[src/rtl/fir_sample_feeder.sv]
// fir_sample_feeder: buffers bursty producer samples and strobes them into the FIR filter.
// Latency: a sample pushed into an empty FIFO at posedge k raises input_data_flag after posedge k+1.
// Backpressure: in_ready drops when the FIFO is full; strobes are spaced exactly GAP cycles apart.
// Optional build macro FEEDER_COUNT_EN adds a 16-bit sent_count output.
module fir_sample_feeder #(
  parameter int DATA_W = 8,
  parameter int DEPTH  = 8,
  parameter int GAP    = 10
) (
  input  logic                       clk,
  input  logic                       rst_n,
  input  logic [DATA_W-1:0]          in_data,
  input  logic                       in_valid,
  output logic                       in_ready,
  output logic [DATA_W-1:0]          data,
  output logic                       input_data_flag,
  output logic [$clog2(DEPTH):0]     fill_level
`ifdef FEEDER_COUNT_EN
  ,
  output logic [15:0]                sent_count
`endif
);

  localparam int PW = $clog2(DEPTH);
  localparam int CW = PW + 1;
  // Counter only needs to hold GAP-2; keep at least one bit so GAP<=2 still elaborates.
  localparam int GW = (GAP > 2) ? $clog2(GAP) : 1;
  localparam logic [GW-1:0] GAP_RELOAD = (GAP > 1) ? GW'(GAP - 2) : '0;

  localparam logic [0:0] ST_IDLE = 1'b0;
  localparam logic [0:0] ST_HOLD = 1'b1;

  // Sample storage and FIFO bookkeeping.
  logic [DATA_W-1:0] mem_q [DEPTH];
  logic [PW-1:0]     wr_ptr_q, wr_ptr_d;
  logic [PW-1:0]     rd_ptr_q, rd_ptr_d;
  logic [CW-1:0]     count_q, count_d;

  // Output side and pacing state.
  logic [0:0]        state_q, state_d;
  logic [GW-1:0]     gap_q, gap_d;
  logic [DATA_W-1:0] data_q, data_d;
  logic              flag_q, flag_d;

  logic push;
  logic pop;

  // Full is derived from the registered count so in_ready never depends on in_valid.
  assign in_ready = (count_q != CW'(DEPTH));
  assign push     = in_valid && in_ready;
  // Pop looks at the registered count, so a sample written this cycle cannot be popped this cycle.
  assign pop      = (state_q == ST_IDLE) && (count_q != '0);

  assign data            = data_q;
  assign input_data_flag = flag_q;
  assign fill_level      = count_q;

  // Pointer and occupancy next-state; pointers wrap naturally since DEPTH is a power of two.
  always_comb begin
    wr_ptr_d = wr_ptr_q;
    rd_ptr_d = rd_ptr_q;
    count_d  = count_q;
    if (push) begin
      wr_ptr_d = wr_ptr_q + 1'b1;
    end
    if (pop) begin
      rd_ptr_d = rd_ptr_q + 1'b1;
    end
    case ({push, pop})
      2'b10:   count_d = count_q + 1'b1;
      2'b01:   count_d = count_q - 1'b1;
      default: count_d = count_q;
    endcase
  end

  // Pacing FSM: IDLE pops and strobes, HOLD burns the remaining GAP-1 cycles.
  always_comb begin
    state_d = state_q;
    gap_d   = gap_q;
    data_d  = data_q;
    flag_d  = 1'b0;
    case (state_q)
      ST_IDLE: begin
        if (pop) begin
          data_d = mem_q[rd_ptr_q];
          flag_d = 1'b1;
          // With GAP == 1 the feeder can strobe every cycle, so no holdoff state is needed.
          if (GAP > 1) begin
            gap_d   = GAP_RELOAD;
            state_d = ST_HOLD;
          end
        end
      end
      ST_HOLD: begin
        if (gap_q == '0) begin
          state_d = ST_IDLE;
        end else begin
          gap_d = gap_q - 1'b1;
        end
      end
      default: begin
        state_d = ST_IDLE;
      end
    endcase
  end

  // Storage write; no reset needed because the pointers define what is valid.
  always_ff @(posedge clk) begin
    if (rst_n && push) begin
      mem_q[wr_ptr_q] <= in_data;
    end
  end

  // State registers; reset discards buffered samples and cancels any holdoff.
  always_ff @(posedge clk) begin
    if (!rst_n) begin
      wr_ptr_q <= '0;
      rd_ptr_q <= '0;
      count_q  <= '0;
      state_q  <= ST_IDLE;
      gap_q    <= '0;
      data_q   <= '0;
      flag_q   <= 1'b0;
    end else begin
      wr_ptr_q <= wr_ptr_d;
      rd_ptr_q <= rd_ptr_d;
      count_q  <= count_d;
      state_q  <= state_d;
      gap_q    <= gap_d;
      data_q   <= data_d;
      flag_q   <= flag_d;
    end
  end

`ifdef FEEDER_COUNT_EN
  logic [15:0] sent_q;

  assign sent_count = sent_q;

  // Count strobes on the same edge that raises the flag; wraps at 16 bits.
  always_ff @(posedge clk) begin
    if (!rst_n) begin
      sent_q <= '0;
    end else if (pop) begin
      sent_q <= sent_q + 16'd1;
    end
  end
`endif

endmodule
[config.mk]
export PLATFORM = sky130hd
export DESIGN_NAME = fir_sample_feeder
export DESIGN_NICKNAME = d
export VERILOG_FILES = /design/src/rtl/fir_sample_feeder.sv
export SDC_FILE = /design/constraint.sdc
export NUM_CORES = 1
export LEC_CHECK = 0
export ABC_AREA = 1
export ABC_CLOCK_PERIOD_IN_PS = 1780
export CORE_ASPECT_RATIO = 0.75
export CORE_MARGIN = 2
export CORE_UTILIZATION = 55
export DETAILED_ROUTE_END_ITERATION = 8
export DONT_BUFFER_PORTS = 1
export PLACE_DENSITY = 0.73
export SYNTH_ARGS = -nofsm -noshare
export SYNTH_HDL_FRONTEND = slang
export SYNTH_SLANG_ARGS = --single-unit
export TNS_END_PERCENT = 20
[constraint.sdc]
create_clock -name clk -period 1.78 [get_ports clk]
set_clock_uncertainty 0.05 [all_clocks]
set_input_delay 0.356 -clock clk [delete_from_list [all_inputs] [get_ports clk]]
set_output_delay 0.356 -clock clk [all_outputs]
set_load 0.05 [all_outputs]
==> results.txt, run 1 <==
The run finished with clean final reports. The total number of nets in the final design is approximately 350. The leakage power came out at 1.476 nW.

The startpoint identified for the worst hold timing path is in_data[3]. The placed cell area is 3887 um2. The number of maximum-capacitance violations came out at 0. After routing the design area is just over 4000 um2. The number of warnings issued by yosys is 0. Counting every sink on the clock net gives slightly below 90. TritonCTS created 9 clock buffers. The initial antenna violation count is 0. The aggregate global routing overflow is 0.

The number of enable-type register cells in the synthesized netlist is 64. The initialized floorplan defines 25 standard-cell rows. The power consumption came out at between 6 and 7 mW. Synthesis instantiated 29 different standard cells from the library.

The part of the total power dissipated in the clock network is 0.198. The combinational power share came out at 0.349. The routability congestion estimate came out at roughly 0.76.

The worst setup path is launched from a register. The count of final hold-check violations is 0. The number of global-route vias before repair came out at roughly 2100. The power density over cell area is 1511 nW/um2. The count of nets left with antenna violations once routing finished came out at 0. After detailed routing, the average wire length per cell comes to roughly 17 um. The die height is around 74 um. OpenSTA, run right after detailed placement, puts the worst setup slack at between 0.07 and 0.08 ns.

Setup violations remaining at the end of the flow were counted as 0. The arrival time at the worst endpoint is approximately 1.9 ns. The final number of max-transition violations came to 0. The share of total power dissipated in sequential elements is 0.453. The clock latency of the later-clocked register in the worst-skew pair came out at approximately 0.35 ns. Grouping stages by cell kind, the critical path spends the most delay in simple AND/OR/NAND/NOR gates. Of the cells placed in the final design, the portion with a size suffix greater than 1 is 0.1875.

The number of input and output port buffers inserted came out at 0. The total routed wirelength came out at 7.069 mm. The per-cell via count in the routed design came out at roughly 5.7. The number of cells produced by synthesis came out at around 310. The number of buffer and inverter stages on the critical path is 3. The starting density of the core came out at 0.5670. The sequential fraction of the synthesis area is 0.6772. The most common library cell in the layout ignoring fill and taps is sky130_fd_sc_hd__edfxtp_1. The first-pass iteration count of the detailed router is 4.

The H-tree level count came out at 3. The die area came out at slightly above 7000 um2. The maximum operating frequency is 593.9 MHz. The number of antenna diodes is 0. The total of flip-flops plus latches after synthesis is 88.

The DRC violations left came out at 0. TritonCTS built the clock tree. The top cell types in the final layout, fill and taps aside, are sky130_fd_sc_hd__edfxtp_1, sky130_fd_sc_hd__o21ai_0, sky130_fd_sc_hd__nor2_1. Setup repair after global routing could not meet its margin everywhere. Entering global routing, the biggest net connects 35 pins. The number of cells on the worst hold path came out at 0. The internal power consumption came out at ~3.7 mW. The min-delay analysis places its worst path in the category input pin to register.

The hold-fix buffer count after cts is 0. Setup slack on the critical path of the routed design comes to 0.09611 ns. The root buffer selected by CTS is sky130_fd_sc_hd__clkbuf_8. The register-to-register path setup slack came out at around 0.096 ns.

The clock-pin slew on the worst setup and hold paths came out at ~0.09 ns. The core footprint came out at between 6000 and 7000 um2. VDD sags by at most approximately 0.66 mV.

Counting cells, the worst reg-to-reg path comes to 14. The first global-routing pass estimated 10.93 mm of wire. The dominant synthesized flop cell is sky130_fd_sc_hd__edfxtp_1.

STA puts the critical path data required time at 1.98 ns. The total global-route track usage is 0.2103. The net switching share of the total power is 0.3964. Of all flip-flops after synthesis, the portion carrying an async set or reset was 0. The die is about 97 um wide. Among the stages of the critical path, the cell type that occurs most often is sky130_fd_sc_hd__nand2_1.

The worst path in the final design needs a cycle of 1.684 ns, including I/O delays and setup. The average size of a mapped cell came out at about 11 um2. The kind of critical path is register to register.

Of the available clock period, the critical path in the final layout requires 0.9460. The reg-to-reg critical path startpoint is fill_level[0]$_SDFFE_PN0P_. The slowest stage of the critical path is the sky130_fd_sc_hd__dfxtp_4 cell. The final core utilization is 0.6538. Walking the worst path, the cells encountered are nor2_4 > nand2_4 > nand2_8 > ha_4 > inv_1 > nand2_1 > nand2_1 > ha_1 > inv_2 > nand2_1 > nand2_1 > nand3_1 > nand2_1 > inv_1. The count of routing violations after the opening detailed-route iteration is approximately 230. The worst hold path endpoint is mem_q[2][3]$_DFFE_PP_. Across all layers, the routed design uses approximately 2400 vias. The cell area after technology mapping is 3547 um2. The number of top-level design ports came out at 25.

The worst setup path is captured at a register. The number of buffers on the longest clock path is 2. The worst hold slack is between 0.04 and 0.05 ns. The largest fanout on the critical path came out at 7. The transition time at the pin with the least slew margin came out at between 0.5 and 0.6 ns. The switching power total is roughly 2.4 mW. The area growth from synthesis to final layout is 15.31%. The headroom to the max-slew limit is 0.6331.

In this run the critical register-to-register path is captured at fill_level[2]$_SDFFE_PN0P_. The delay of the slowest cell on the worst path came out at about 0.36 ns. The HPWL reported at the end of detailed placement is about 4.7 mm.

The number of nets in the synthesized netlist came out at ~330.
[per-stage QoR]
stage | setup TNS, ns | instances
4_1_cts | 0 | 415
3_5_place_dp | 0 | 399
5_1_grt | -0.01724 | 417
6_report | 0 | 417
2_1_floorplan | -0.04731 | 312
3_3_place_gp | 0 | 399
[cells by family after synthesis]
| kind of cell | count (synthesis) | synth area share |
|---|---|---|
| and+or+nand+nor | 114 | 0.1400 |
| adders and majority gates | 5 | 0.01764 |
| buffers and inverters | 35 | 0.04268 |
| DFF | 88 | 0.6772 |
| xor gates and xnor gates | 2 | 0.004939 |
| AOI/OAI and AO/OA | 68 | 0.1175 |
[registers in the layout, indices dropped and copies added (netlist names)]
| signal | count |
|---|---|
| mem_q | 64 |
| data | 8 |
| fill_level | 4 |
| gap_q | 4 |
| rd_ptr_q | 3 |
| wr_ptr_q | 3 |
| input_data_flag | 1 |
| state_q | 1 |
[power by group through the flow]
stage / clock (mW) / combinational [mW] / sequential, mW
3_5_place_dp: 0 / 2.13 / 2.85
6_report: 1.23 / 2.16 / 2.80
3_3_place_gp: 0 / 2.06 / 2.84
5_1_grt: 1.34 / 2.39 / 2.82
4_1_cts: 1.26 / 2.14 / 2.80
2_1_floorplan: 0 / 1.48 / 2.98
[how the worst max path moves through the flow]
stage / startpoint / end / cells past startpoint
3_5_place_dp: fill_level[0]$_SDFFE_PN0P_ / fill_level[2]$_SDFFE_PN0P_ / 14
2_1_floorplan: fill_level[3]$_SDFFE_PN0P_ / fill_level[2]$_SDFFE_PN0P_ / 15
3_3_place_gp: fill_level[3]$_SDFFE_PN0P_ / fill_level[3]$_SDFFE_PN0P_ / 11
6_report: fill_level[0]$_SDFFE_PN0P_ / fill_level[2]$_SDFFE_PN0P_ / 14
5_1_grt: fill_level[0]$_SDFFE_PN0P_ / fill_level[3]$_SDFFE_PN0P_ / 11
4_1_cts: fill_level[3]$_SDFFE_PN0P_ / fill_level[2]$_SDFFE_PN0P_ / 15
[routing by layer]
metal,part of all wire,GRT usage,up-vias
met2,0.47,0.3194,81
met5,0,0,-
li1,-,-,1155
met3,0.096,0.07992,6
met1,0.43,0.2921,1115
met4,0.0059,0.05008,0
[cell usage after synthesis, types with 2 or more instances]
library cell,count,share of area
sky130_fd_sc_hd__buf_2,4,0.0056
sky130_fd_sc_hd__xor2_1,2,0.0049
sky130_fd_sc_hd__ha_1,5,0.018
sky130_fd_sc_hd__nand2_1,36,0.038
sky130_fd_sc_hd__a21oi_1,9,0.013
sky130_fd_sc_hd__inv_1,19,0.020
sky130_fd_sc_hd__edfxtp_1,64,0.54
sky130_fd_sc_hd__nor3_1,4,0.0056
sky130_fd_sc_hd__clkbuf_1,6,0.0063
sky130_fd_sc_hd__o221ai_1,16,0.040
sky130_fd_sc_hd__nand3_1,26,0.037
sky130_fd_sc_hd__nor2_1,43,0.046
sky130_fd_sc_hd__o21ai_0,38,0.054
sky130_fd_sc_hd__dfxtp_1,24,0.14
sky130_fd_sc_hd__nor2_4,2,0.0063
[layout make-up]
class	instances	area [um2]
Sequential cell	88	2417
Fill cell	488	2166
Multi-Input combinational cell	189	1087
Timing Repair Buffer	21	220.2
Clock buffer	10	137.6
Tap cell	81	101.3
Inverter	22	85.08
Clock inverter	6	41.29
[what timing repair did]
action,4_1_cts,5_1_grt
setup buffers,0,2
gates resized for setup,0,2
endpoints found under the setup margin,0,3
Note: power is estimated with default switching activity, not from simulation.
==> run 2, diff against run 1 <==
CORE_MARGIN = default   (was 2)
==> results.txt, run 2 (synthesis results as in run 1) <==
The number of buffers on the longest clock path is 2 (unchanged). The number of global-route vias before repair is 2275 (+7.8%). The worst setup slack after placement came out at 0.08620 ns (+0.009088 ns). The power density over cell area is 1513 nW/um2 (+0.16%). The starting density of the core is 0.5906 (+0.02362). The library cell used most frequently in the layout, excluding fill and tap cells, is sky130_fd_sc_hd__edfxtp_1. Setup repair after global routing could not meet its margin everywhere. STA classifies the critical path endpoint as a register.

The number of input and output port buffers inserted is 0 (unchanged). The number of maximum-capacitance violations is 0 (unchanged). The clock-pin slew on the worst setup and hold paths is 0.09 ns (about the same).

The min-delay analysis places its worst path in the category input pin to register. The routability congestion estimate is 0.8668 (+14%). The arrival time at the worst endpoint came out at 1.87 ns (-0.02 ns). The H-tree level count is 3 (unchanged). Leaving out fill and tap cells, the most frequent cells in the layout are sky130_fd_sc_hd__edfxtp_1, sky130_fd_sc_hd__o21ai_0, sky130_fd_sc_hd__nor2_1. The number of top-level design ports is 25 (unchanged).

The clock latency of the later-clocked register in the worst-skew pair is 0.36 ns (about the same). The first-pass GRT wire length is 11.80 mm (+8.0%). The required time of the worst setup path is 1.99 ns (about the same). The clock period minus final worst setup slack is 1.661 ns (-0.02310 ns). The die area came out at 6778 um2 (-4.7%). The detailed router used layers up to and including met4. The clock net sink count came out at 88 (unchanged). The share of layout cells above drive strength 1 is 0.1929 (+0.005378). The total length of routed met3 wires came out at 392 um (-43%). The total number of nets in the final design is 348 (+0.29%). The transition time at the pin with the least slew margin came to 0.5773 ns (+0.02749 ns). The leakage power came to 1.490 nW (+0.96%).

The run finished with clean final reports. The final core utilization was 0.6879 (+0.03412). The post-route setup TNS came out at 0 ns (unchanged). The hold-fix buffer count after cts came out at 0 (unchanged).

The largest fanout on the critical path came out at 7 (unchanged). The highest ir drop seen on vdd is 0.6484 mV (-1.7%). The initial antenna violation count is 0 (unchanged). More flip-flops sit in one register than any other, and that register is mem_q.

The wire length per cell after detailed routing came to 17.53 um (+3.4%). The largest net degree at the start of global routing is 35 (unchanged). The root buffer selected by CTS is sky130_fd_sc_hd__clkbuf_8. TritonCTS built the clock tree.

The headroom to the max-slew limit came out at 0.6147 (-0.01835). The total global-route track usage is 0.2466 (+0.03623). The routed length on met2 is 3.562 mm (+7.5%).

The total routed wirelength is 7.273 mm (+2.9%). The HPWL reported at the end of detailed placement was 4.788 mm (+1.7%). The maximum operating frequency came to 602.1 MHz (+1.4%). The area growth from synthesis to final layout is 16.47%.

The depth of the most critical reg-to-reg path is 10 (-4). The count of routing violations after the opening detailed-route iteration came out at 161 (-30%). The worst setup path is launched from a register. The chip width came out at 94.73 um (-2.1%). The number of placement rows is 24 (-4.0%). The aggregate global routing overflow is 0 (unchanged).

The number of antenna diodes was 0 (unchanged). The kind of critical path is register to register. The final number of max-transition violations came to 0 (unchanged). The DRC violations left is 0 (unchanged). The count of final hold-check violations is 0 (unchanged). The number of flip-flops in the largest register is 64 (unchanged). The number of cells on the worst hold path is 0 (unchanged).

The per-cell via count in the routed design came out at 5.718 (+1.2%). The number of buffers created by CTS came out at 9 (unchanged). The die height is 71.55 um (-2.7%). The core footprint is 6006 um2 (-4.0%). The share of the clock period used by the worst path is 0.9330 (-0.01298). The remaining number of nets flagged by the antenna check after routing came out at 0 (unchanged). The wire length the detailed router placed on met1 came to 3.229 mm (+6.6%). The first-pass iteration count of the detailed router came out at 4 (unchanged). The total via count after detailed routing is 2373 (+0.68%).

The smallest setup slack after layout is 0.1192 ns (+0.02310 ns). The count of endpoints failing setup in the final report came out at 0 (unchanged).
==> run 2: power breakdown <==
part | total (mW) | leakage (nW) | switching [mW] | internal [mW]
Clock | 1.27 | 0.100 | 0.678 | 0.591
Sequential | 2.80 | 0.778 | 0.358 | 2.44
Combinational | 2.18 | 0.611 | 1.43 | 0.745
==> run 2: layer usage <==
metal | global-route usage | vias up
met5 | 0 | -
met4 | 0.08081 | 0
met3 | 0.07325 | 9
met2 | 0.3765 | 58
met1 | 0.3418 | 1145
li1 | - | 1161
==> run 2: cell type report <==
class | count | area (um2)
multi-input cells | 189 | 1090
clock buffers | 11 | 151.4
clock inverters | 5 | 37.54
inverters | 22 | 85.08
repair buffers | 22 | 252.7
flip-flops and latches | 88 | 2417
well taps | 78 | 97.59
fillers | 427 | 1874
==> run 2: worst paths after layout <==
| kind | startpoint | endpoint | slack, ns |
|---|---|---|---|
| worst min-delay path | in_data[5] | mem_q[6][5]$_DFFE_PP_ | 0.03 |
| worst min register to register | gap_q[0]$_SDFFE_PN0P_ | gap_q[0]$_SDFFE_PN0P_ | 0.38 |
| worst max register to register | fill_level[0]$_SDFFE_PN0P_ | fill_level[3]$_SDFFE_PN0P_ | 0.12 |
| worst max-delay path | fill_level[0]$_SDFFE_PN0P_ | fill_level[3]$_SDFFE_PN0P_ | 0.12 |
==> run 2: critical path, stage by stage, from the launching register on <==
cell and delay, ns:
sky130_fd_sc_hd__dfxtp_4 0.36, sky130_fd_sc_hd__nor2_4 0.17, sky130_fd_sc_hd__nand2_4 0.09, sky130_fd_sc_hd__nand2_8 0.09, sky130_fd_sc_hd__ha_4 0.15, sky130_fd_sc_hd__xor2_1 0.22, sky130_fd_sc_hd__nand3_1 0.12, sky130_fd_sc_hd__nand2_1 0.08
sky130_fd_sc_hd__nand3_1 0.09, sky130_fd_sc_hd__nor2_1 0.10, sky130_fd_sc_hd__nor2_1 0.05
==> run 2: repair_timing <==
item,CTS,global route
hold endpoints to repair,0,0
gates resized for setup,0,3
buffers inserted,0,3
setup endpoints to repair,0,3
==> run 2: metrics by stage <==
stage | area, um2 | hold slack [ns] | instances | power (mW)
CTS | 4098 | 0.02643 | 412 | 6.247
global placement | 3909 | 0.3667 | 396 | 4.900
finish | 4131 | 0.03480 | 415 | 6.251
global route | 4131 | 0.009073 | 415 | 6.651
detailed placement | 3909 | 0.3750 | 396 | 4.980
floorplan | 3647 | 0.3569 | 312 | 4.456
